File: src/rtl/overlay_read_sequencer_pkg.sv
// Shared types and constants for the overlay read path.
package overlay_read_sequencer_pkg;

  typedef enum logic [1:0] {
    IDLE      = 2'd0,
    ACTIVE    = 2'd1,
    FRAME_END = 2'd2
  } seq_state_e;

  localparam int unsigned STALL_W = 16;

  localparam int unsigned DEF_DATA_WIDTH = 32;
  localparam int unsigned DEF_H_ACTIVE   = 640;
  localparam int unsigned DEF_V_ACTIVE   = 480;
  localparam int unsigned DEF_OVL_X      = 0;
  localparam int unsigned DEF_OVL_Y      = 0;
  localparam int unsigned DEF_OVL_W      = 64;
  localparam int unsigned DEF_OVL_H      = 64;

  // Half-open range test lo <= v < hi on pre-truncated bounds.
  function automatic logic in_span(input int unsigned v, input int unsigned lo,
                                   input int unsigned hi);
    return (v >= lo) && (v < hi);
  endfunction

endpackage

File: src/rtl/overlay_read_sequencer_pixel_position_counter.sv
// Raster x/y counters with end-of-line, last-pixel and overlay-window flags.
module pixel_position_counter
  import overlay_read_sequencer_pkg::*;
#(
  parameter int unsigned H_ACTIVE = DEF_H_ACTIVE,
  parameter int unsigned V_ACTIVE = DEF_V_ACTIVE,
  parameter int unsigned OVL_X    = DEF_OVL_X,
  parameter int unsigned OVL_Y    = DEF_OVL_Y,
  parameter int unsigned OVL_W    = DEF_OVL_W,
  parameter int unsigned OVL_H    = DEF_OVL_H,
  parameter int unsigned XW       = (H_ACTIVE > 1) ? $clog2(H_ACTIVE) : 1,
  parameter int unsigned YW       = (V_ACTIVE > 1) ? $clog2(V_ACTIVE) : 1
) (
  input  logic          clk,
  input  logic          rst,
  input  logic          advance,
  output logic [XW-1:0] x,
  output logic [YW-1:0] y,
  output logic          eol,
  output logic          last_pix,
  output logic          inwin
);

  localparam int unsigned XW1 = XW + 1;
  localparam int unsigned YW1 = YW + 1;

  // Window bounds at counter width; the end bound gets one extra bit.
  localparam logic [XW-1:0] X_BEG = XW'(OVL_X);
  localparam logic [XW1-1:0] X_END = XW1'(OVL_X + OVL_W);
  localparam logic [YW-1:0] Y_BEG = YW'(OVL_Y);
  localparam logic [YW1-1:0] Y_END = YW1'(OVL_Y + OVL_H);

  logic [XW-1:0] x_q, x_d;
  logic [YW-1:0] y_q, y_d;

  assign x        = x_q;
  assign y        = y_q;
  assign eol      = (x_q == XW'(H_ACTIVE - 1));
  assign last_pix = eol && (y_q == YW'(V_ACTIVE - 1));
  assign inwin    = in_span(32'(x_q), 32'(X_BEG), 32'(X_END)) &&
                    in_span(32'(y_q), 32'(Y_BEG), 32'(Y_END));

  // Raster advance; the last pixel wraps both counters back to the origin.
  always_comb begin
    x_d = x_q;
    y_d = y_q;
    if (advance) begin
      if (eol) begin
        x_d = '0;
        y_d = last_pix ? '0 : y_q + 1'b1;
      end else begin
        x_d = x_q + 1'b1;
      end
    end
  end

  // Counter registers.
  always_ff @(posedge clk) begin
    if (rst) begin
      x_q <= '0;
      y_q <= '0;
    end else begin
      x_q <= x_d;
      y_q <= y_d;
    end
  end

endmodule

File: src/rtl/overlay_read_sequencer.sv
// Pops background/overlay FIFOs along the raster and registers handshaked pixel pairs.
module overlay_read_sequencer
  import overlay_read_sequencer_pkg::*;
#(
  parameter int unsigned DATA_WIDTH = DEF_DATA_WIDTH,
  parameter int unsigned H_ACTIVE   = DEF_H_ACTIVE,
  parameter int unsigned V_ACTIVE   = DEF_V_ACTIVE,
  parameter int unsigned OVL_X      = DEF_OVL_X,
  parameter int unsigned OVL_Y      = DEF_OVL_Y,
  parameter int unsigned OVL_W      = DEF_OVL_W,
  parameter int unsigned OVL_H      = DEF_OVL_H
) (
  input  logic                  CLK,
  input  logic                  RESET,
  input  logic                  ENABLE,
  input  logic                  BG_EMPTY,
  input  logic [DATA_WIDTH-1:0] BG_DATA,
  output logic                  BG_READ,
  input  logic                  OV_EMPTY,
  input  logic [DATA_WIDTH-1:0] OV_DATA,
  output logic                  OV_READ,
  output logic                  OUT_VALID,
  input  logic                  OUT_READY,
  output logic [DATA_WIDTH-1:0] OUT_BG,
  output logic [DATA_WIDTH-1:0] OUT_OV,
  output logic                  OUT_OV_SEL,
  output logic                  OUT_SOF,
  output logic                  OUT_EOL,
  output logic                  FRAME_DONE,
  output logic [STALL_W-1:0]    STALL_COUNT
);

  localparam int unsigned XW = (H_ACTIVE > 1) ? $clog2(H_ACTIVE) : 1;
  localparam int unsigned YW = (V_ACTIVE > 1) ? $clog2(V_ACTIVE) : 1;

  seq_state_e state_q, state_d;

  logic                  out_valid_q, out_valid_d;
  logic [DATA_WIDTH-1:0] out_bg_q, out_bg_d;
  logic [DATA_WIDTH-1:0] out_ov_q, out_ov_d;
  logic                  out_sel_q, out_sel_d;
  logic                  out_sof_q, out_sof_d;
  logic                  out_eol_q, out_eol_d;
  logic [STALL_W-1:0]    stall_q, stall_d;

  logic [XW-1:0] x;
  logic [YW-1:0] y;
  logic          eol, last_pix, inwin;
  logic          slot_free, need_ov, load, starved;

  pixel_position_counter #(
    .H_ACTIVE (H_ACTIVE),
    .V_ACTIVE (V_ACTIVE),
    .OVL_X    (OVL_X),
    .OVL_Y    (OVL_Y),
    .OVL_W    (OVL_W),
    .OVL_H    (OVL_H),
    .XW       (XW),
    .YW       (YW)
  ) u_pos (
    .clk      (CLK),
    .rst      (RESET),
    .advance  (load),
    .x        (x),
    .y        (y),
    .eol      (eol),
    .last_pix (last_pix),
    .inwin    (inwin)
  );

  assign slot_free = !out_valid_q || OUT_READY;
  assign need_ov   = inwin;

  // Frame FSM and load decision; reset suppresses any pop in its own cycle.
  always_comb begin
    state_d = state_q;
    load    = 1'b0;
    starved = 1'b0;
    case (state_q)
      IDLE: begin
        if (ENABLE) state_d = ACTIVE;
      end
      ACTIVE: begin
        load    = slot_free && !BG_EMPTY && (!need_ov || !OV_EMPTY);
        starved = slot_free && !load;
        if (load && last_pix) state_d = FRAME_END;
      end
      FRAME_END: begin
        state_d = ENABLE ? ACTIVE : IDLE;
      end
      default: state_d = IDLE;
    endcase
    if (RESET) begin
      load    = 1'b0;
      starved = 1'b0;
    end
  end

  // Output pair register: load has priority over pop, otherwise hold.
  always_comb begin
    out_valid_d = out_valid_q;
    out_bg_d    = out_bg_q;
    out_ov_d    = out_ov_q;
    out_sel_d   = out_sel_q;
    out_sof_d   = out_sof_q;
    out_eol_d   = out_eol_q;
    if (load) begin
      out_valid_d = 1'b1;
      out_bg_d    = BG_DATA;
      out_ov_d    = need_ov ? OV_DATA : '0;
      out_sel_d   = need_ov;
      out_sof_d   = (x == '0) && (y == '0);
      out_eol_d   = eol;
    end else if (out_valid_q && OUT_READY) begin
      out_valid_d = 1'b0;
    end
  end

  // Saturating starved-cycle counter.
  always_comb begin
    stall_d = stall_q;
    if (starved && (stall_q != '1)) stall_d = stall_q + 1'b1;
  end

  // State, output and stall registers.
  always_ff @(posedge CLK) begin
    if (RESET) begin
      state_q     <= IDLE;
      out_valid_q <= 1'b0;
      out_bg_q    <= '0;
      out_ov_q    <= '0;
      out_sel_q   <= 1'b0;
      out_sof_q   <= 1'b0;
      out_eol_q   <= 1'b0;
      stall_q     <= '0;
    end else begin
      state_q     <= state_d;
      out_valid_q <= out_valid_d;
      out_bg_q    <= out_bg_d;
      out_ov_q    <= out_ov_d;
      out_sel_q   <= out_sel_d;
      out_sof_q   <= out_sof_d;
      out_eol_q   <= out_eol_d;
      stall_q     <= stall_d;
    end
  end

  assign BG_READ     = load;
  assign OV_READ     = load && need_ov;
  assign OUT_VALID   = out_valid_q;
  assign OUT_BG      = out_bg_q;
  assign OUT_OV      = out_ov_q;
  assign OUT_OV_SEL  = out_sel_q;
  assign OUT_SOF     = out_sof_q;
  assign OUT_EOL     = out_eol_q;
  assign FRAME_DONE  = (state_q == FRAME_END);
  assign STALL_COUNT = stall_q;

endmodule

File: config.mk
export PLATFORM = sky130hd
export DESIGN_NAME = overlay_read_sequencer
export DESIGN_NICKNAME = d
export VERILOG_FILES = /design/src/rtl/overlay_read_sequencer_pkg.sv /design/src/rtl/overlay_read_sequencer_pixel_position_counter.sv /design/src/rtl/overlay_read_sequencer.sv
export SDC_FILE = /design/constraint.sdc
export NUM_CORES = 1
export LEC_CHECK = 0
export ABC_AREA = 0
export CORE_MARGIN = 1.5
export CORE_UTILIZATION = 60
export CTS_CLUSTER_DIAMETER = 100
export DETAILED_ROUTE_END_ITERATION = 6
export DONT_BUFFER_PORTS = 1
export PLACE_DENSITY = 0.74
export RECOVER_POWER = 100
export SLEW_MARGIN = 20
export SYNTH_ARGS = -nofsm -noshare
export SYNTH_HDL_FRONTEND = slang
export SYNTH_SLANG_ARGS = --single-unit
export TNS_END_PERCENT = 100
File: constraint.sdc
create_clock -name CLK -period 6.9 [get_ports CLK]
set_clock_uncertainty 0.2 [all_clocks]
set_input_delay 1.38 -clock CLK [delete_from_list [all_inputs] [get_ports CLK]]
set_output_delay 1.38 -clock CLK [all_outputs]
set_load 0.1 [all_outputs]
## After elaboration in Yosys (flattened, before gate mapping)

Cells that the tools add are included.

| cells by class | value |
|---|---|
| add/sub/neg operators | 3 |
| magnitude comparators | 2 |
| eq/ne operators | 7 |
| multiplexer cells | 13 |
| reduce and logical (&&, ||, !) cells | 23 |

Operators with widths:

| cell | count |
|---|---|
| $mux W32 | 1 |
| $add A16 B1 Y16 const B | 1 |
| $ne A16 B16 Y1 const B | 1 |
| $add A10 B1 Y10 const B | 1 |
| $eq A10 B10 Y1 const B | 1 |
| $logic_and A1 B1 Y1 | 10 |
| $logic_not A10 Y1 | 1 |
| $lt A10 B7 Y1 const B | 1 |
| $mux W10 | 1 |
| $add A9 B1 Y9 const B | 1 |
| $eq A9 B9 Y1 const B | 1 |
| $logic_not A9 Y1 | 1 |
| $lt A9 B7 Y1 const B | 1 |
| $mux W9 | 1 |
| $mux W1 | 7 |
| $pmux W2 S3 | 1 |
| $logic_not A1 Y1 | 5 |
| $mux W2 | 2 |
| $ne A2 B2 Y1 const B | 2 |
| $reduce_and A2 Y1 | 2 |
| $eq A2 B1 Y1 const B | 1 |
| $eq A2 B2 Y1 const B | 1 |
| $logic_not A2 Y1 | 1 |
| $logic_or A1 B1 Y1 | 2 |
| $reduce_bool A2 Y1 | 1 |

| storage, ports and cells | value |
|---|---|
| register bits after elaboration | 105 |
| bits of input ports | 70 |
| output and inout bits | 87 |
| logic and storage cells | 58 |

## Longest topological paths before layout

Gate-level depths: netlist (run 1).

| logic depth | value |
|---|---|
| depth after elaboration | 10 |
| depth in mapped cells | 8 |
| gate-level depth less buffers | 6 |

## Modules after synthesis

Synthesis (run 1) repeated with hierarchy kept, for this count alone.

| second synthesis, totals | value |
|---|---|
| cell total of the unflattened synthesis | 533 |
| area total of the unflattened synthesis | 4,438.0 sq um |

Modules (own cells, without submodules):

| module | instances | cells each | area each (sq um) | sequential area each (sq um) |
|---|---|---|---|---|
| overlay_read_sequencer | 1 | 421 | 3,494.6 | 1,721.7 |
| pixel_position_counter | 1 | 112 | 943.4 | 380.4 |

## Worst setup path before layout (run 1)

OpenSTA, ideal clock, no wires.

| path | value |
|---|---|
| kind | input to output |
| from | in RESET |
| to | out BG_READ |
| data arrival time | 3.498 ns |
| data required time | 5.320 ns |
| path slack | 1.822 ns |
| stages | 6 |
| buffers on the path | 2 |
| cells stage by stage | clkbuf_2 or3b_4 nor2_1 nand2_1 inv_2 clkbuf_1 |

| on the way | value |
|---|---|
| cells in the longest elaborated chain, start to end | 1 |

RTL lines:

| element | RTL line | source |
|---|---|---|
| from (decl) | overlay_read_sequencer.sv:14 | `input logic RESET,` |
| $mux W1 | overlay_read_sequencer.sv:93 | `if (RESET) begin` |
| to (decl) | overlay_read_sequencer.sv:18 | `output logic BG_READ,` |

No other way between the ends.

## Worst setup path after layout (run 1)

| path | value |
|---|---|
| from | in RESET |
| to | out OV_READ |

| on the way | value |
|---|---|
| cells in the longest elaborated chain, start to end | 2 |

RTL lines:

| element | RTL line | source |
|---|---|---|
| $mux W1 | overlay_read_sequencer.sv:93 |  |
| via BG_READ | overlay_read_sequencer.sv:18 |  |
| $logic_and A1 B1 Y1 | overlay_read_sequencer.sv:149 | `assign OV_READ = load && need_ov;` |
| to (decl) | overlay_read_sequencer.sv:21 | `output logic OV_READ,` |

The timed path passes the listed nets, and every way through them passes these cells.

==> metrics, run 1 <==
outcome finished with violations; violated checks max-capacitance violations, max-slew violations; core outline area a little under 0.007 mm^2; Setup WS pre-CTS 2170 ps; Chip Width 87.2 um; Yosys top cell by area dfxtp_1; Design Power 1.10 mW; setup bufs post-CTS 0; number of buffers created by CTS 9; Initial Utilization 0.623; first-pass GRT wire length between 15 and 20 mm; Syn-to-layout area delta 4.64%; Seq/Total Area, Yosys 0.494; top post-synthesis cells by count 115 x nand2_1, 105 x dfxtp_1, 76 x a21oi_1, 50 x nand3_1, 30 x clkbuf_1; Final Max Slew Viols 140; Clk Tree Root Cell clkbuf_8; Post-Syn Area 0.00426 mm^2; Leak 1.48 nW; I/O pins 157; Congestion Overflow GR 0; maximum clock insertion buffer count 2; cell mode on critical path inv_1; Final nets 583; Max FO, Critical Path between 90 and 100; ranking of synthesized cells by area dfxtp_1 49%, nand2_1 10%, a21oi_1 8.9%, nand3_1 5.9%, xor2_1 2.9%; routability cong. between 0.9 and 1; Resized Gates After CTS 0; Worst path max stage delay 880 ps; crit path time final about 5700 ps; largest net degree at the start of global routing 97; EDFF count, synth 0; Routed WL about 10 mm; share of layout cells above drive strength 1 0.0391; Mapped Nets 602; setup_tns 0 ps; drt drc 0; #FFs+latches synth ~110; hold path depth 2; Setup CP Type primary input to output port; Post-CTS Hold Buffers 0; number of antenna diodes 0; multi-input logic area 0.00196 mm^2; CTS tree yes; Via density ~5.9; post-synthesis cell count about 530; die area ~0.0076 mm^2; Skew-Pair Late Insertion Delay approximately 360 ps; final setup margin roughly 1200 ps; fmax ~180 MHz; H-Tree Depth 3; drt first pass iters 5; drt first-iter violations ~240; required time worst endpoint about 5300 ps; Slew HR -0.952; slowest CP cell clkbuf_1; final hold vios 0; post-DP HPWL roughly 6.6 mm; R2R cell count 6; final period utilization 0.822; overall routing resource usage 0.251; Synth Flop Type dfxtp_1; Die Y-Extent 87.2 um; hold_ws approximately 300 ps; Max-Cap Viols 3; worst slew pin tran ~3000 ps; Startpoint Class primary input; Reg clk slew, reported paths 90 ps; via count 3,572; hold crit path type flop to flop; RSZ-0062 raised after global routing false; Reg area approximately 0.0021 mm^2; VDD IR max between 0.1 and 0.15 mV; CTS sink cnt about 110; Post-synth ARST share 0; Critical Path AT 4090 ps; crit-path cells or3b_1 -> nor2_1 -> nand2_2 -> inv_1 -> nand2_1 -> inv_1 -> clkbuf_1; initial antenna violation count 0; row cnt 30; final core utilization 0.652; count leader, synth nand2_1; Filler Cell Count a little under 600; pwr/cell area 246 mW/mm^2; Yosys top cell area share 0.494; vias in the first global route 3,149; Syn. warnings 0; Mean Syn Cell Area approximately 8.1 um^2; IO Port Bufs 0; critical path endpoint category output port; Netlist cell types 39; DRT antenna net count 0; Avg WL per Cell approximately 16 um; Final setup viols 0
logic make-up after synthesis:
| group | after synthesis | synth area share |
|---|---|---|
| adders and majority gates | 5 | 0.0147 |
| xor gates and xnor gates | 21 | 0.0432 |
| DFF | 105 | 0.494 |
| muxes | 4 | 0.00941 |
| buffers and inverters | 47 | 0.0438 |
| AOI/OAI and AO/OA | 89 | 0.109 |
| and+or+nand+nor | 256 | 0.286 |
flip-flops by register name (all words and copies together) (netlist names):
signal and cells:
OUT_VALID 1, u_pos.y 9, OUT_SOF 1, u_pos.x 10, OUT_OV_SEL 1, OUT_BG 32, state_q 2, STALL_COUNT 16
OUT_EOL 1, OUT_OV 32
routing by layer:
layer | track usage | routed length [um] | vias up
li1 | - | - | 1760
met1 | 0.307 | 4090 | 1649
met2 | 0.428 | 4900 | 155
met3 | 0.0720 | 878 | 8
met4 | 0.0779 | 91 | 0
met5 | 0 | 0 | -
final timing paths:
path / start / end / slack (ps)
worst min-delay path: u_pos.y[0] / u_pos.y[0] / 300
worst max register to register: OUT_VALID / u_pos.y[5] / 1830
worst min register to register: u_pos.y[0] / u_pos.y[0] / 300
worst max-delay path: RESET / OV_READ / 1230
power breakdown:
group | total (mW) | switching, mW | leakage (nW) | internal (mW)
sequential | 0.678 | 0.0637 | 0.848 | 0.615
clock | 0.384 | 0.213 | 0.0982 | 0.172
combinational | 0.0324 | 0.0214 | 0.533 | 0.0110
total | 1.10 | 0.298 | 1.48 | 0.797
layout make-up:
class                   count  share of cell area
multi-input cells         375               0.440
clock inverters             6              0.0169
flip-flops and latches    105               0.472
inverters                  12              0.0101
repair buffers              5             0.00590
well taps                  96              0.0270
clock buffers               9              0.0278
critical path, delay by kind of cell:
family,cells,cell delay [ps]
and+or+nand+nor,4,1020
buffers and inverters,3,1670
metrics by stage:
stage | cell area, um^2 | std cells
after CTS | 4480 | 608
final | 4450 | 608
after detailed placement | 4280 | 593
after floorplan | 4260 | 527
after global placement | 4280 | 593
after global routing | 4450 | 608
placed cells by master, fill, tap and decap left out, drive strengths merged:
cell type / n
a2111oi: 1
a21o: 1
a21oi: 76
a31oi: 2
and2: 3
and3: 9
and4: 2
buf: 2
bufinv: 1
clkbuf: 12
clkinv: 1
clkinvlp: 1
dfxtp: 105
ha: 5
inv: 15
mux2i: 4
nand2: 115
nand3: 50
nand3b: 1
nand4: 17
nor2: 22
nor2b: 2
nor3: 10
nor4: 13
nor4b: 1
o211a: 1
o21ai: 6
o31ai: 1
o32ai: 1
or2: 1
or3: 5
or3b: 2
or4: 3
xnor2: 7
xor2: 14
Power figures use the tool's default switching activity.
==> run 2, diff against run 1 <==
- CORE_UTILIZATION: 60 -> 56
- PLACE_DENSITY: 0.74 -> 0.72
- clock period: 6.9 -> 4.8 ns (I/O delays scaled with it)
==> run 2 against run 1 <==
Effect of this change: the flow still finishes with violations (max-capacitance violations, max-slew violations); combinational power rose by 54%; critical path depth fell by 1; non-clock buffer count rose by 13; largest power group unchanged; highest routed layer unchanged.
==> metrics, run 2 (synthesis results as in run 1) <==
pwr/cell area 340 mW/mm^2 (was 246 mW/mm^2); IO Port Bufs 0 (unchanged); CTS sink cnt 105 (unchanged); share of layout cells above drive strength 1 0.0456 (was 0.0391); die area 0.00813 mm^2 (was 0.00761 mm^2); Final setup viols 0 (unchanged); most frequent cells in the layout 114 x nand2_1, 105 x dfxtp_1, 76 x a21oi_1, 50 x nand3_1, 22 x nor2_1 (unchanged); drt first pass iters 5 (unchanged); Post-CTS Hold Buffers 0 (unchanged); Skew-Pair Late Insertion Delay 360 ps (about the same); most common cell after layout, fill and taps aside nand2_1 (unchanged); crit path time final 3760 ps; Congestion Overflow GR 0 (unchanged); row cnt 31 (was 30); largest net degree at the start of global routing 97 (unchanged); Slew HR -0.290 (was -0.952); routability cong. 0.868 (was 0.911); Final Max Slew Viols 1 (was 140); Resized Gates After CTS 0 (unchanged); Final nets 596 (was 583); initial antenna violation count 0 (unchanged); overall routing resource usage 0.238 (was 0.251); required time worst endpoint 3640 ps (was 5320 ps); outcome finished with violations (unchanged); Design Power 1.54 mW (was 1.10 mW); Seq pwr share 0.632 (was 0.619); Max FO, Critical Path 25 (was 96); setup bufs post-CTS 0 (unchanged); Pint 1.10 mW (was 0.797 mW); worst slew pin tran 1930 ps (was 2930 ps); CTS tree yes (unchanged); Critical Path AT 2600 ps (was 4090 ps); I/O pins 157 (unchanged); maximum clock insertion buffer count 2 (unchanged); Syn-to-layout area delta 6.20% (was 4.64%); Die Y-Extent 90.2 um (was 87.2 um); drt first-iter violations 225 (was 244); Setup CP Type flop to output port (was primary input to output port); Routed WL 9.89 mm (was 9.96 mm); Reg clk slew, reported paths 100 ps (was 90 ps); core outline area 0.00729 mm^2 (was 0.00683 mm^2); sw frac 0.284 (was 0.272); Via density 5.81 (was 5.88); drt drc 0 (unchanged); Filler Cell Count 680 (was 583); number of antenna diodes 0 (unchanged); via count 3,631 (was 3,572); Initial Utilization 0.584 (was 0.623); violated checks max-capacitance violations, max-slew violations (unchanged); Chip Width 90.2 um (was 87.2 um); H-Tree Depth 3 (unchanged); critical path endpoint category output port (unchanged); fmax approximately 270 MHz; number of buffers created by CTS 9 (unchanged); post-DP HPWL 6.68 mm (was 6.58 mm); VDD IR max 0.189 mV (was 0.140 mV); DRT antenna net count 0 (unchanged); Startpoint Class flop (was primary input); RSZ-0062 raised after global routing false (unchanged); switching power 0.437 mW (was 0.298 mW); final hold vios 0 (unchanged); hold crit path type flop to flop (unchanged); final period utilization 0.784; Comb power frac 0.032 (was 0.030); clock power share 0.336 (was 0.351); vias in the first global route 3,305 (was 3,149); Clk Tree Root Cell clkbuf_8 (unchanged); Avg WL per Cell 15.8 um (was 16.4 um); setup_tns 0 ps (unchanged); Max-Cap Viols 1 (was 3); Leak 1.51 nW (was 1.48 nW); first-pass GRT wire length 15.9 mm (was 15.1 mm)
[run 2: cell count changes in the layout (fill, tap and decap cells not counted), sizes merged]
| cell | change |
|---|---|
| clkbuf | +12 |
| clkinvlp | -1 |
| buf | +2 |
| bufinv | -1 |
| clkinv | +3 |
| inv | -1 |
[run 2: metal layers]
metal,vias to the layer above,routed length (um),track usage
met3,22,830,0.0651
met4,0,247,0.106
met1,1661,4130,0.298
met5,-,0,0
li1,1795,-,-
met2,153,4680,0.383
[run 2: final timing paths]
path,from,to,slack [ps],cells after the start
setup / recovery,u_pos.x[6],BG_READ,1040,6
setup reg to reg,u_pos.x[7],u_pos.y[6],1140,7
hold / removal,u_pos.y[1],u_pos.y[1],300,2
hold reg to reg,u_pos.y[1],u_pos.y[1],300,2
[run 2: worst max-delay path, cell delays in order, from the launching register on]
cell and delay [ps]:
dfxtp_1 430, nor3_1 110, a31oi_2 180, clkbuf_1 810, nand2_2 110, inv_1 130
buf_4 450
[run 2: final cells by class]
class,count,area [um^2],area share
clock buffers,10,128,0.0282
clock inverters,6,62.6,0.0138
inverters,12,45.0,0.00996
multi-input cells,375,1960,0.434
flip-flops and latches,105,2100,0.465
well taps,99,124,0.0274
repair buffers,18,96.3,0.0213
[run 2: power by group through the flow]
| stage | clock network [mW] | logic [mW] | registers, mW |
|---|---|---|---|
| after global placement | 0 | 0.0499 | 0.992 |
| after global routing | 0.564 | 0.0559 | 0.974 |
| after CTS | 0.531 | 0.0518 | 0.972 |
| after floorplan | 0 | 0.0505 | 0.992 |
| final | 0.517 | 0.0498 | 0.972 |
| after detailed placement | 0 | 0.0517 | 0.992 |
[run 2: through the flow]
| step | hold slack, ps | instance area [um^2] | instances | setup slack (ps) | utilization |
|---|---|---|---|---|---|
| after floorplan | 252 | 4260 | 527 | 562 | - |
| after global placement | 271 | 4400 | 609 | 1310 | 0.603 |
| after detailed placement | 286 | 4400 | 609 | 1240 | 0.603 |
| after CTS | 302 | 4590 | 625 | 1250 | 0.629 |
| after global routing | 327 | 4520 | 625 | 731 | 0.620 |
| final | 305 | 4520 | 625 | 1040 | 0.620 |
==> run 3, diff against run 2 <==
- clock period: 4.8 -> 3.1 ns (I/O delays scaled with it)
==> run 3 against run 2 <==
Effect of this change: the run now ends clean; critical path depth down 1; flip-flop and latch count unchanged; wire length up 0.64%; combinational power up 77%; cell area up 1.3%; die area unchanged; total power up 59%; first-iteration DRC count down 28%; utilization up 0.79 points; hold slack worse by 190 ps; non-clock buffer count up 9; global-route usage up 0.74 points; critical endpoint unchanged.
==> metrics, run 3 (synthesis results as in run 1) <==
Hold Crit Start RESET (was u_pos.y[1]); vias in the first global route 3,525 (was 3,305); final period utilization 0.901; Final nets 605 (was 596); number of buffers created by CTS 9 (unchanged); post-placement cell area 0.00447 mm^2 (was 0.00440 mm^2); pwr/cell area 535 mW/mm^2 (was 340 mW/mm^2); Via density 5.84 (was 5.81); setup bufs post-CTS 0 (unchanged); initial antenna violation count 0 (unchanged); Skew-Pair Late Insertion Delay 370 ps (was 360 ps); Max-Cap Viols 0 (was 1); M1 WL 4.17 mm (was 4.13 mm); setup_tns 0 ps (unchanged); routability cong. 0.876 (was 0.868); drt drc 0 (unchanged); DR WL met3 850 um (was 830 um); first-pass GRT wire length 16.5 mm (was 15.9 mm); outcome finished, final reports clean (was finished with violations); Reg clk slew, reported paths 100 ps (about the same); most frequent cells in the layout 115 x nand2_1, 104 x dfxtp_1, 76 x a21oi_1, 50 x nand3_1, 21 x nor2_1 (was 114 x nand2_1, 105 x dfxtp_1, 76 x a21oi_1, 50 x nand3_1, 22 x nor2_1); Routed WL 9.95 mm (was 9.89 mm); Post-CTS Hold Buffers 0 (unchanged); share of layout cells above drive strength 1 0.0524 (was 0.0456); CTS tree yes (unchanged); post-route cell area 0.00458 mm^2 (was 0.00452 mm^2); largest net degree at the start of global routing 97 (unchanged); Chip Width 90.2 um (unchanged); IO Port Bufs 0 (unchanged); Setup CP Type flop to output port (unchanged); Slew HR 0.0988 (was -0.290); RSZ-0062 raised after global routing false (unchanged); post-DP HPWL 6.76 mm (was 6.68 mm); Critical Path AT 1970 ps (was 2600 ps); Resized Gates After CTS 0 (unchanged); overall routing resource usage 0.245 (was 0.238); Avg WL per Cell 15.7 um (was 15.8 um); H-Tree Depth 3 (unchanged); via count 3,696 (was 3,631); drt first-iter violations 161 (was 225); drt first pass iters 4 (was 5); worst slew pin tran 1350 ps (was 1930 ps); maximum clock insertion buffer count 2 (unchanged); fmax around 360 MHz; r2r startpoint state_q[0] (was u_pos.x[7]); Max Used Layer met4 (unchanged); Filler Cell Count 677 (was 680); I/O pins 157 (unchanged); critical path startpoint state_q[0] (was u_pos.x[6]); Leak 1.51 nW (about the same); Die Y-Extent 90.2 um (unchanged); Congestion Overflow GR 0 (unchanged); Startpoint Class flop (unchanged); VDD IR max 0.309 mV (was 0.189 mV); most common cell after layout, fill and taps aside nand2_1 (unchanged); crit path time final between 2000 and 3000 ps; CTS sink cnt 105 (unchanged); required time worst endpoint 2280 ps (was 3640 ps); number of antenna diodes 0 (unchanged); Syn-to-layout area delta 7.55% (was 6.20%); final hold vios 0 (unchanged); DRT antenna net count 0 (unchanged); Clk Tree Root Cell clkbuf_8 (unchanged); routed wl met2 4.78 mm (was 4.68 mm); Max FO, Critical Path 11 (was 25); Final setup viols 0 (unchanged); row cnt 31 (unchanged); core outline area 0.00729 mm^2 (unchanged); hold crit path type primary input to flop (was flop to flop); critical path endpoint category output port (unchanged); die area 0.00813 mm^2 (unchanged); Initial Utilization 0.584 (unchanged); Final Max Slew Viols 0 (was 1)
## run 3: critical path, cell delays in order (launching register included)
cell and delay, ps:
dfxtp_1 360, or3b_1 420, nor2_2 240, nand2_1 100
inv_1 100, buf_4 360
## run 3: path summary, 6_finish.rpt
check | to | slack [ps] | depth (start not counted)
max | BG_READ | 310 | 5
min | OUT_OV[5] | 120 | 1
max reg2reg | OUT_OV[0] | 400 | 7
min reg2reg | u_pos.y[0] | 290 | 2
## run 3: metal layers
layer,vias to the layer above,GRT usage
met5,-,0
met4,0,0.0807
met3,19,0.0846
met2,166,0.396
met1,1697,0.306
li1,1814,-
## run 3: layout make-up
class / count / area [um^2] / area share
clock buffer: 9 / 124 / 0.0271
sequential: 105 / 2100 / 0.459
clock inverter: 6 / 76.3 / 0.0167
tap: 99 / 124 / 0.0271
multi-input combinational: 375 / 1960 / 0.429
inverter: 12 / 48.8 / 0.0107
timing repair buffer: 27 / 138 / 0.0301
## run 3: power by group
group / internal (mW) / switching, mW / total (mW) / leakage, nW
Sequential: 1.37 / 0.129 / 1.50 / 0.848
Combinational: 0.0265 / 0.0613 / 0.0879 / 0.570
Clock: 0.382 / 0.481 / 0.863 / 0.0954
Total: 1.78 / 0.671 / 2.45 / 1.51
## run 3: stage by stage
step / total power, mW / cells / utilization / worst slack, ps / hold WS [ps]
finish: 2.45 / 633 / 0.628 / 307 / 118
detailed placement: 1.62 / 618 / 0.613 / 373 / 274
global placement: 1.62 / 618 / 0.613 / 401 / 266
CTS: 2.48 / 633 / 0.641 / 333 / 94.1
floorplan: 1.62 / 527 / - / 5.30 / 252
global route: 2.54 / 633 / 0.628 / 139 / 88.1
